`config.mk`:
```
export PLATFORM = sky130hd
export DESIGN_NAME = alu_arbiter
export DESIGN_NICKNAME = d
export VERILOG_FILES = /design/src/rtl/alu_arbiter_pkg.sv /design/src/rtl/rr_arbiter.sv /design/src/rtl/alu_arbiter.sv
export SDC_FILE = /design/constraint.sdc
export NUM_CORES = 1
export LEC_CHECK = 0
export CAP_MARGIN = 30
export CELL_PAD_IN_SITES_DETAIL_PLACEMENT = 1
export CELL_PAD_IN_SITES_GLOBAL_PLACEMENT = 1
export CORE_UTILIZATION = 29
export CTS_BUF_LIST = sky130_fd_sc_hd__clkbuf_4 sky130_fd_sc_hd__clkbuf_8
export CTS_CLUSTER_DIAMETER = 60
export DETAILED_ROUTE_END_ITERATION = 10
export PLACE_DENSITY_LB_ADDON = 0.1
export SETUP_SLACK_MARGIN = 0.2
export SKIP_LAST_GASP = 1
export SLEW_MARGIN = 0
export SYNTH_ARGS = -nofsm -noshare
export SYNTH_HDL_FRONTEND = slang
export SYNTH_HIERARCHICAL = 1
export SYNTH_SLANG_ARGS = --single-unit
```
`constraint.sdc`:
```
create_clock -name clk -period 7.6 [get_ports clk]
set_input_delay 2.28 -clock clk [delete_from_list [all_inputs] [get_ports clk]]
set_output_delay 2.28 -clock clk [all_outputs]
set_load 0.005 [all_outputs]
```
`src/rtl/alu_arbiter_pkg.sv`:
```
// Shared definitions for the ALU arbiter: ALU select codes, FSM states
// and the illegal-select test used when the response is captured.
package alu_arbiter_pkg;

  localparam logic [2:0] ALU_AND = 3'b000;
  localparam logic [2:0] ALU_OR  = 3'b001;
  localparam logic [2:0] ALU_ADD = 3'b010;
  localparam logic [2:0] ALU_SUB = 3'b110;
  localparam logic [2:0] ALU_SLT = 3'b111;

  typedef enum logic [1:0] {
    S_IDLE = 2'd0,
    S_EXEC = 2'd1,
    S_RESP = 2'd2
  } state_t;

  function automatic logic sel_illegal(input logic [2:0] sel);
    logic bad;
    bad = 1'b1;
    case (sel)
      ALU_AND, ALU_OR, ALU_ADD, ALU_SUB, ALU_SLT: bad = 1'b0;
      default: bad = 1'b1;
    endcase
    return bad;
  endfunction

endpackage

```
`src/rtl/rr_arbiter.sv`:
```
// Combinational round-robin pick: the first asserted request strictly
// after the `last` index, wrapping modulo NREQ.
module rr_arbiter #(
  parameter int NREQ = 3,
  parameter int IDW  = 2
) (
  input  logic [NREQ-1:0] req,
  input  logic [IDW-1:0]  last,
  output logic [NREQ-1:0] grant,
  output logic [IDW-1:0]  grant_idx,
  output logic            any
);

  always_comb begin
    grant     = '0;
    grant_idx = '0;
    any       = 1'b0;
    // Scan from the farthest candidate back to the nearest so the nearest wins.
    for (int k = NREQ; k >= 1; k--) begin
      if (req[(int'(last) + k) % NREQ]) begin
        grant                               = '0;
        grant[(int'(last) + k) % NREQ]      = 1'b1;
        grant_idx                           = IDW'((int'(last) + k) % NREQ);
        any                                 = 1'b1;
      end
    end
  end

endmodule

```
`src/rtl/alu_arbiter.sv`:
```
// Shares one ALU among NREQ requesters: round-robin grant in IDLE, one
// cycle of ALU evaluation in EXEC, registered result held in RESP.
module alu_arbiter
  import alu_arbiter_pkg::*;
#(
  parameter int NREQ  = 3,
  parameter int WIDTH = 32,
  parameter int IDW   = 2
) (
  input  logic                  clk,
  input  logic                  rst_n,
  input  logic [NREQ-1:0]       req_valid,
  output logic [NREQ-1:0]       req_ready,
  input  logic [NREQ*WIDTH-1:0] req_op1,
  input  logic [NREQ*WIDTH-1:0] req_op2,
  input  logic [NREQ*3-1:0]     req_sel,
  output logic [NREQ-1:0]       rsp_valid,
  input  logic [NREQ-1:0]       rsp_ready,
  output logic [WIDTH-1:0]      rsp_resultado,
  output logic                  rsp_zf,
  output logic                  rsp_err,
  output logic [WIDTH-1:0]      alu_operand1,
  output logic [WIDTH-1:0]      alu_operand2,
  output logic [2:0]            alu_sel,
  input  logic [WIDTH-1:0]      alu_resultado,
  input  logic                  alu_zf,
  output logic                  busy,
  output logic [IDW-1:0]        grant_id
);

  // Handshake: a request transfers on the cycle req_valid[i] & req_ready[i];
  // a response transfers on the cycle rsp_valid[i] & rsp_ready[i].
  state_t           state_q, state_d;
  logic [NREQ-1:0]  grant;
  logic [IDW-1:0]   grant_idx;
  logic             any;
  logic [IDW-1:0]   last_q, gid_q;
  logic [WIDTH-1:0] op1_q, op2_q, res_q;
  logic [2:0]       sel_q;
  logic             zf_q, err_q;
  logic             accept, capture;
  logic [NREQ-1:0]  owner_oh;

  rr_arbiter #(.NREQ(NREQ), .IDW(IDW)) u_rr (
    .req       (req_valid),
    .last      (last_q),
    .grant     (grant),
    .grant_idx (grant_idx),
    .any       (any)
  );

  assign owner_oh = NREQ'(1) << gid_q;

  always_ff @(posedge clk or negedge rst_n) begin
    if (!rst_n) state_q <= S_IDLE;
    else        state_q <= state_d;
  end

  always_comb begin
    state_d   = state_q;
    accept    = 1'b0;
    capture   = 1'b0;
    req_ready = '0;
    rsp_valid = '0;
    case (state_q)
      S_IDLE: begin
        if (any) begin
          req_ready = grant;
          accept    = 1'b1;
          state_d   = S_EXEC;
        end
      end
      S_EXEC: begin
        capture = 1'b1;
        state_d = S_RESP;
      end
      S_RESP: begin
        rsp_valid = owner_oh;
        // Only the owner's rsp_ready can retire the response.
        if (|(rsp_ready & owner_oh)) state_d = S_IDLE;
      end
      default: state_d = S_IDLE;
    endcase
  end

  always_ff @(posedge clk or negedge rst_n) begin
    if (!rst_n) begin
      op1_q  <= '0;
      op2_q  <= '0;
      sel_q  <= '0;
      last_q <= IDW'(NREQ - 1);
      gid_q  <= '0;
      res_q  <= '0;
      zf_q   <= 1'b0;
      err_q  <= 1'b0;
    end else begin
      if (accept) begin
        op1_q  <= req_op1[grant_idx*WIDTH +: WIDTH];
        op2_q  <= req_op2[grant_idx*WIDTH +: WIDTH];
        sel_q  <= req_sel[grant_idx*3 +: 3];
        last_q <= grant_idx;
        gid_q  <= grant_idx;
      end
      if (capture) begin
        res_q <= alu_resultado;
        zf_q  <= alu_zf;
        err_q <= sel_illegal(sel_q);
      end
    end
  end

  assign alu_operand1  = op1_q;
  assign alu_operand2  = op2_q;
  assign alu_sel       = sel_q;
  assign rsp_resultado = res_q;
  assign rsp_zf        = zf_q;
  assign rsp_err       = err_q;
  assign busy          = (state_q != S_IDLE);
  assign grant_id      = gid_q;

endmodule
```
After elaboration in Yosys (flattened, before gate mapping)
Cells that the tools add are included.

storage, ports and cells
  flip-flop bits (word level) = 107
  output and inout bits = 110

operators by class
  $add $sub $neg = 3
  multipliers = 1
  divide/modulo/power cells = 3
  order comparisons = 6
  equal/unequal tests = 8
  shift-type cells = 4
  multiplexer cells = 34
  bitwise operators = 1
  reduce and logical (&&, ||, !) cells = 9

operators by type and width
  kind                     count
  $shiftx A96 B8 Y32       2
  $ge A32 B1 Y1 const B    3
  $lt A32 B4 Y1 const B    3
  $mod A32 B3 Y32 const B  3
  $mux W3                  6
  $mux W1                  16
  $mux W2                  5
  $shiftx A9 B5 Y3         1
  $add A2 B2 Y3 const B    2
  $bmux W1 S2              3
  $demux W1 S2             3
  $eq A3 B3 Y1 const B     2
  $pmux W2 S3              1
  $reduce_or A5 Y1         1
  $mul A2 B2 Y4 const B    1
  $ne A2 B2 Y1 const B     2
  $add A2 B1 Y3 const B    1
  $and A3 B3 Y3            1
  $eq A3 B1 Y1 const B     1
  $eq A3 B2 Y1 const B     1
  $logic_and A1 B1 Y1      3
  $logic_not A3 Y1         1
  $reduce_or A3 Y1         1
  $shl A1 B2 Y3 const A    1
  5 further kinds          5

Depth between registers and ports, before layout
Gate-level depths: netlist of the first run.

  word-level depth = 11
  mapped depth = 13
  mapped depth without buffers = 9

Hierarchy
Netlist of the first run, hierarchy kept.

modules (own cells, without submodules)
  module       times used  cells an instance  area an instance (µm²)
  alu_arbiter  1           537                5,477.8
  rr_arbiter   1           36                 256.5

Worst setup path after synthesis of the first run
OpenSTA, ideal clock, no wires.

  path type = input -> output
  start = in req_valid[2]
  end = out req_ready[0]
  data arrival time = 3.668 ns
  slack = 1.652 ns
  stages on the path = 7
  buffers on the path = 2
  path through = mux2i_1 o21ai_2 or3_2 nor3b_2 buf_4 buf_2 and2_1

on the way
  longest elaborated chain between the ends = 8

ends and longest elaborated chain
  what                                        RTL line           text
  from (decl)                                 alu_arbiter.sv:12  input logic [NREQ-1:0] req_valid,
  $bmux W1 S2                                 rr_arbiter.sv:20   if (req[(int'(last) + k) % NREQ]) begin
  $mux W1 (not written as such) (2 in a row)  rr_arbiter.sv:20
  $mux W1 (2 in a row)                        rr_arbiter.sv:20
  $mux W1 *                                   rr_arbiter.sv:20
  net any                                     alu_arbiter.sv:36  logic any;
  $mux W3 *                                   alu_arbiter.sv:67  if (any) begin
  $mux W3 *                                   alu_arbiter.sv:65  case (state_q)
  to (decl)                                   alu_arbiter.sv:13  output logic [NREQ-1:0] req_ready,

Mark *: on every way through the listed nets, which the timed path passes. The rest lies on a longest branch. The select of a mux whose other input is x is not followed.

Worst setup path in the final report of the first run
  start = in req_valid[1]
  end = out req_ready[1]

on the way
  longest elaborated chain between the ends = 8

ends and longest elaborated chain
  what                                        RTL line           text
  $bmux W1 S2                                 rr_arbiter.sv:20
  $mux W1 (not written as such) (2 in a row)  rr_arbiter.sv:20
  $mux W3 (2 in a row)                        rr_arbiter.sv:20
  $mux W3 *                                   rr_arbiter.sv:20
  net grant[1]                                alu_arbiter.sv:34  logic [NREQ-1:0] grant;
  $mux W3 *                                   alu_arbiter.sv:67
  $mux W3 *                                   alu_arbiter.sv:65

Marks and branches as above.

==> impl_metrics.toml, run 1 <==
[run_status]
status = "complete, no violations"

[routing]
vias = 5538
wl_per_cell_um = 18.8
drt_iter0_drc = 257
drcViolationCount = 0
avgViaCountPerCell = 4.73
final_antenna_net_count = 0
drt_pre_antenna_iters = 4
drt-total-wl_um = 22000

[critical_path]
endpoint_kind = "output port"
start_kind = "input port"
cp-startpoint = "req_valid[1]"
r2r_start = "last_q[0]$_DFFE_PN0P_"
crit_arrival_ps = 4630
critPathKind = "in -> out"
critPathMaxFanout = 5
cp.required_ps = 5320

[job]
cap_viol_max_count = 0

[layout]
area_growth_pct = 67.3
layout.nets = 1145
seqCellArea_mm2 = 0.00265
design_area_mm2 = 0.00960
layout_common_cells = "clkdlybuf4s50_1 (350), dfrtp_1 (105), nand2_1 (73)"
multi_input_area_mm2 = 0.00280
final_common_cell = "clkdlybuf4s50_1"
nFillCells = 2203
drive_gt1_frac = 0.142

[yosys]
yosys.area_share.xor_xnor = 0
syn_inst = 573
avgSynthCellArea_um2 = 10.0
synthMuxAreaShare = 0.198
yosys.area_share.simple = 0.187
synth_top_family_by_area = "multiplexers"
synthDistinctLibCells = 35
synthFlopType = "dfrtp_1"
synthArstFlopShare = 1.00
synth_area_mm2 = 0.00573
synth_warnings = 6
synth-compound-area-share = 0.0906
synth_fa_ha_area_frac = 0.00873
syn_nets = 819
synth-edff-count = 0
ys_seq_elements = 106
ys_seq_area_frac = 0.463

[floorplan]
die_height_um = 143
row_count = 51
die_x_um = 143
ios = 352
start_util = 0.296
die_area_mm2 = 0.0203
core_area_mm2 = 0.0194

[global_route]
busiest_layer = "met2"
grt.total_usage = 0.215
met2_usage = 0.397
gr-total-overflow = 0
antenna_found_initial = 0
met3_usage = 0.0731
grt_max_degree = 72
use_met1 = 0.227
grt_pass1_wl_um = 33000
grt_pass1_vias = 5928

[power_and_ir_drop]
power_leakage_uw = 0.00378
seqPwrFrac = 0.284
clkPwrFrac = 0.113
p_int_uw = 2280
combPwrFrac = 0.603
switching_share = 0.380
ir_drop_uv = 167
p_sw_uw = 1400
power_density_mw_per_mm2 = 384

[min_path]
hold_class = "reg -> reg"
min_from = "rsp_err$_DFFE_PN0N_"

[clocking]
path_clk_slew_ps = 100
cts_tree = "built"
numCtsBuffers = 9
cts.path.max_buffers = 2
clock_sinks = 106
htree_levels = 3
ctsHoldBuffers = 0
post_cts_buffers = 0
post_cts_resize_count = 0
insertion_delay_ps = 390
cts_root_buffer = "clkbuf_8"

[sta]
fin_skew_ps = 13.1
drv_slew = 0
finalCriticalPeriod_ps = 6910
hold_viol = 0
period_share = 0.909
tightestPinTransition_ps = 931
setup_violations = 0
max_clock_freq_mhz = 145
rsz0062_at_grt = "false"
slew_headroom = 0.379
finalWorstSetupSlack_ps = 691
tns_ps = 0

[place]
port_buffers = 351
placedInstanceArea_mm2 = 0.00936
gp_congestion = 0.808
dp_slack_ps = 722
dp_hpwl_um = 17100
[cell usage after synthesis, drive strengths merged, types with 2 or more instances]
master / instances / area [um^2]
a21oi: 3 / 15.0
a31oi: 66 / 413
and2: 3 / 18.8
buf: 31 / 241
clkbuf: 12 / 45.0
dfrtp: 105 / 2630
ha: 4 / 50.1
inv: 4 / 15.0
mux2: 37 / 417
mux2i: 72 / 721
nand2: 73 / 274
nand2b: 3 / 18.8
nor2: 68 / 255
nor3: 2 / 10.0
nor3b: 3 / 27.5
o211ai: 2 / 15.0
o21a: 2 / 15.0
o21ai: 4 / 23.8
o22ai: 2 / 12.5
or2: 67 / 419
or4b: 2 / 20.0
[sequential cells by signal (all words and copies together) (netlist names)]
signal	count
last_q	2
alu_operand1	32
rsp_resultado	32
alu_operand2	32
rsp_err	1
grant_id	1
state_q	2
rsp_zf	1
alu_sel	3
[power groups by stage]
stage | logic [uW] | clock network (uW) | registers, uW
finish | 2220 | 415 | 1050
global route | 2440 | 454 | 1090
CTS | 2260 | 426 | 1050
detailed placement | 2260 | 0 | 1060
global placement | 2190 | 0 | 1040
floorplan | 1270 | 0 | 1050
[stage by stage]
stage	hold WS, ps	instances	utilization	total power (uW)
2_1_floorplan	473	573	-	2320
3_3_place_gp	467	1153	0.483	3220
3_5_place_dp	483	1153	0.483	3320
5_1_grt	540	1169	0.495	3980
6_report	506	1170	0.495	3680
4_1_cts	509	1169	0.495	3740
[cells by family (layout without fill, tap and decap cells)]
logic type	count (synthesis)	count (layout)
adders and majority gates	4	4
AOI/OAI and AO/OA	82	82
other	0	1
muxes	109	109
DFF	106	106
and+or+nand+nor	225	225
buffers and inverters	47	378
[worst max-delay path: stages]
cell	delay, ps
clkdlybuf4s50_1	500
mux2i_1	240
mux2i_1	160
or4b_1	570
o211ai_1	210
and2_1	150
clkdlybuf4s50_1	510
[layout make-up]
type	instances	area share
well taps	265	0.0346
clock buffers	10	0.0143
repair buffers	358	0.371
flip-flops and latches	106	0.277
inverters	4	0.00156
multi-input cells	420	0.291
diodes	1	0.000261
clock inverters	6	0.00991
[final timing paths]
kind	endpoint	slack [ps]	cells past startpoint
worst min-delay path	rsp_err$_DFFE_PN0N_	510	2
max in group asynchronous	rsp_resultado[21]$_DFFE_PN0N_	4420	2
worst max register to register	alu_operand1[13]$_DFFE_PN0P_	3640	11
worst min register to register	rsp_err$_DFFE_PN0N_	510	2
worst max-delay path	req_ready[1]	690	7
min in group asynchronous	rsp_resultado[12]$_DFFE_PN0N_	1860	1
[metal layers]
layer / share of wire / vias to the layer above / wire length, um
met5: 0 / - / 0
met3: 0.088 / 33 / 1930
met4: 0.027 / 0 / 596
met2: 0.52 / 246 / 11400
li1: - / 2626 / -
met1: 0.37 / 2633 / 8110
No activity file was read; power rests on OpenSTA's default activity.
==> inputs of run 2 (changes only) <==
--- a/config.mk
+++ b/config.mk
@@ -8,7 +8,8 @@
 export CAP_MARGIN = 30
 export CELL_PAD_IN_SITES_DETAIL_PLACEMENT = 1
 export CELL_PAD_IN_SITES_GLOBAL_PLACEMENT = 1
-export CORE_UTILIZATION = 29
+export CORE_ASPECT_RATIO = 0.7
+export CORE_UTILIZATION = 25
 export CTS_BUF_LIST = sky130_fd_sc_hd__clkbuf_4 sky130_fd_sc_hd__clkbuf_8
 export CTS_CLUSTER_DIAMETER = 60
 export DETAILED_ROUTE_END_ITERATION = 10
==> constraint.sdc (replaced) <==
create_clock -name clk -period 5.6 [get_ports clk]
set_input_delay 1.68 -clock clk [delete_from_list [all_inputs] [get_ports clk]]
set_output_delay 1.68 -clock clk [all_outputs]
set_load 0.005 [all_outputs]
==> impl_metrics.toml, run 2 (synthesis results as in run 1) <==
[run_status]
status = "complete, no violations"

[sta]
setup_violations = 0
tightestPinTransition_ps = 810
hold_viol = 0
finalWorstSetupSlack_ps = 276
tns_ps = 0
rsz0062_at_grt = "false"
fin_skew_ps = 17.9
max_clock_freq_mhz = 188
period_share = 0.951
drv_slew = 0
slew_headroom = 0.460
finalCriticalPeriod_ps = 5320

[floorplan]
start_util = 0.260
die_area_mm2 = 0.0236
die_height_um = 129
row_count = 45
core_area_mm2 = 0.0221
die_x_um = 183
ios = 352

[layout]
layout_common_cells = "clkdlybuf4s50_1 (345), dfrtp_1 (105), nand2_1 (73)"
nFillCells = 2492
antennaDiodeCount = 0
drive_gt1_frac = 0.151
final_common_cell = "clkdlybuf4s50_1"
instances_no_fill = 1218
layout.nets = 1154
area_growth_pct = 69.7

[routing]
drt_iter0_drc = 165
avgViaCountPerCell = 4.57
final_antenna_net_count = 0
vias = 5564
drcViolationCount = 0
drt-total-wl_um = 22500
wl_per_cell_um = 18.4
drt_pre_antenna_iters = 4

[global_route]
grt_pass1_vias = 6053
antenna_found_initial = 0
gr-total-overflow = 0
grt_max_degree = 80
grt.total_usage = 0.191
grt_pass1_wl_um = 34400

[clocking]
ctsHoldBuffers = 0
path_clk_slew_ps = 90
clock_sinks = 106
numCtsBuffers = 9
cts.path.max_buffers = 2
insertion_delay_ps = 380
htree_levels = 3
cts_tree = "built"
cts_root_buffer = "clkbuf_8"

[power_and_ir_drop]
power_leakage_uw = 0.00384
power_density_mw_per_mm2 = 523
ir_drop_uv = 269

[critical_path]
cp.required_ps = 3920
cpPeakStageDelay_ps = 520
worstPathCellList = "clkdlybuf4s50_1, mux2i_1, mux2i_1, buf_4, or4b_1, o211ai_1, and2_1, clkbuf_2"
crit_path_frequent_cell = "mux2i_1"
critPathMaxFanout = 3
start_kind = "input port"
critPathKind = "in -> out"
endpoint_kind = "output port"
crit_arrival_ps = 3640
r2r_setup_slack_ps = 1760
cp_slowest_cell = "or4b_1"

[place]
dp_hpwl_um = 17400
gp_congestion = 0.847
port_buffers = 351
dp_cells = 1198
dp_slack_ps = -61.7

[job]
cap_viol_max_count = 0

[min_path]
hold_class = "reg -> reg"
run 2: cell count changes in the layout (fill, tap and decap cells not counted), sizes merged:
cell,change
diode,-1
clkbuf,+2
clkinv,-1
clkdlybuf4s50,-5
inv,-1
clkinvlp,+1
buf,+9
dlygate4sd2,+4
run 2: layout make-up:
cell class	count	area [um^2]	share of cell area
multi-input cells	420	2800	0.287
clock buffers	11	139	0.0143
clock inverters	5	85.1	0.00874
well taps	305	382	0.0392
repair buffers	367	3660	0.376
flip-flops and latches	106	2650	0.273
inverters	4	15.0	0.00154
run 2: critical path: cells and delay by family:
family | cells | cell delay (ps)
buffers and inverters | 3 | 710
and+or+nand+nor | 2 | 690
muxes | 2 | 330
AOI/OAI and AO/OA | 1 | 210
run 2: final timing paths:
| path | from | endpoint | cells after the start |
|---|---|---|---|
| setup / recovery | req_valid[0] | req_ready[1] | 8 |
| hold / removal | rsp_err$_DFFE_PN0N_ | rsp_err$_DFFE_PN0N_ | 2 |
| setup reg to reg | last_q[0]$_DFFE_PN0P_ | alu_operand2[23]$_DFFE_PN0P_ | 10 |
| hold reg to reg | rsp_err$_DFFE_PN0N_ | rsp_err$_DFFE_PN0N_ | 2 |
| max in group asynchronous | rst_n | rsp_err$_DFFE_PN0N_ | 2 |
| min in group asynchronous | rst_n | rsp_resultado[8]$_DFFE_PN0N_ | 1 |
run 2: repair_timing:
action	in CTS	in global routing
resized for setup	5	2
gates cloned	0	0
pin swaps	1	1
setup buffers	3	0
endpoints found under the setup margin	3	1
run 2: routing by layer:
| layer | part of all wire | vias up | global-route usage |
|---|---|---|---|
| met4 | 0.015 | 0 | 0.0471 |
| li1 | - | 2634 | - |
| met5 | 0 | - | 0 |
| met3 | 0.080 | 22 | 0.0623 |
| met1 | 0.40 | 2689 | 0.217 |
| met2 | 0.51 | 219 | 0.345 |
run 2: through the flow:
step                hold WS, ps  instance area [um^2]  utilization  total power [uW]
global placement            474                  9450        0.428              4450
CTS                         516                  9710        0.440              5170
finish                      502                  9730        0.441              5080
detailed placement          488                  9470        0.429              4590
global route                526                  9730        0.441              5500
floorplan                   473                  5730            -              3150
run 2: where the power goes:
group          internal (uW)  switching [uW]  total (uW)
Sequential              1180             236        1410
Clock                    266             284         550
Combinational           1710            1410        3120
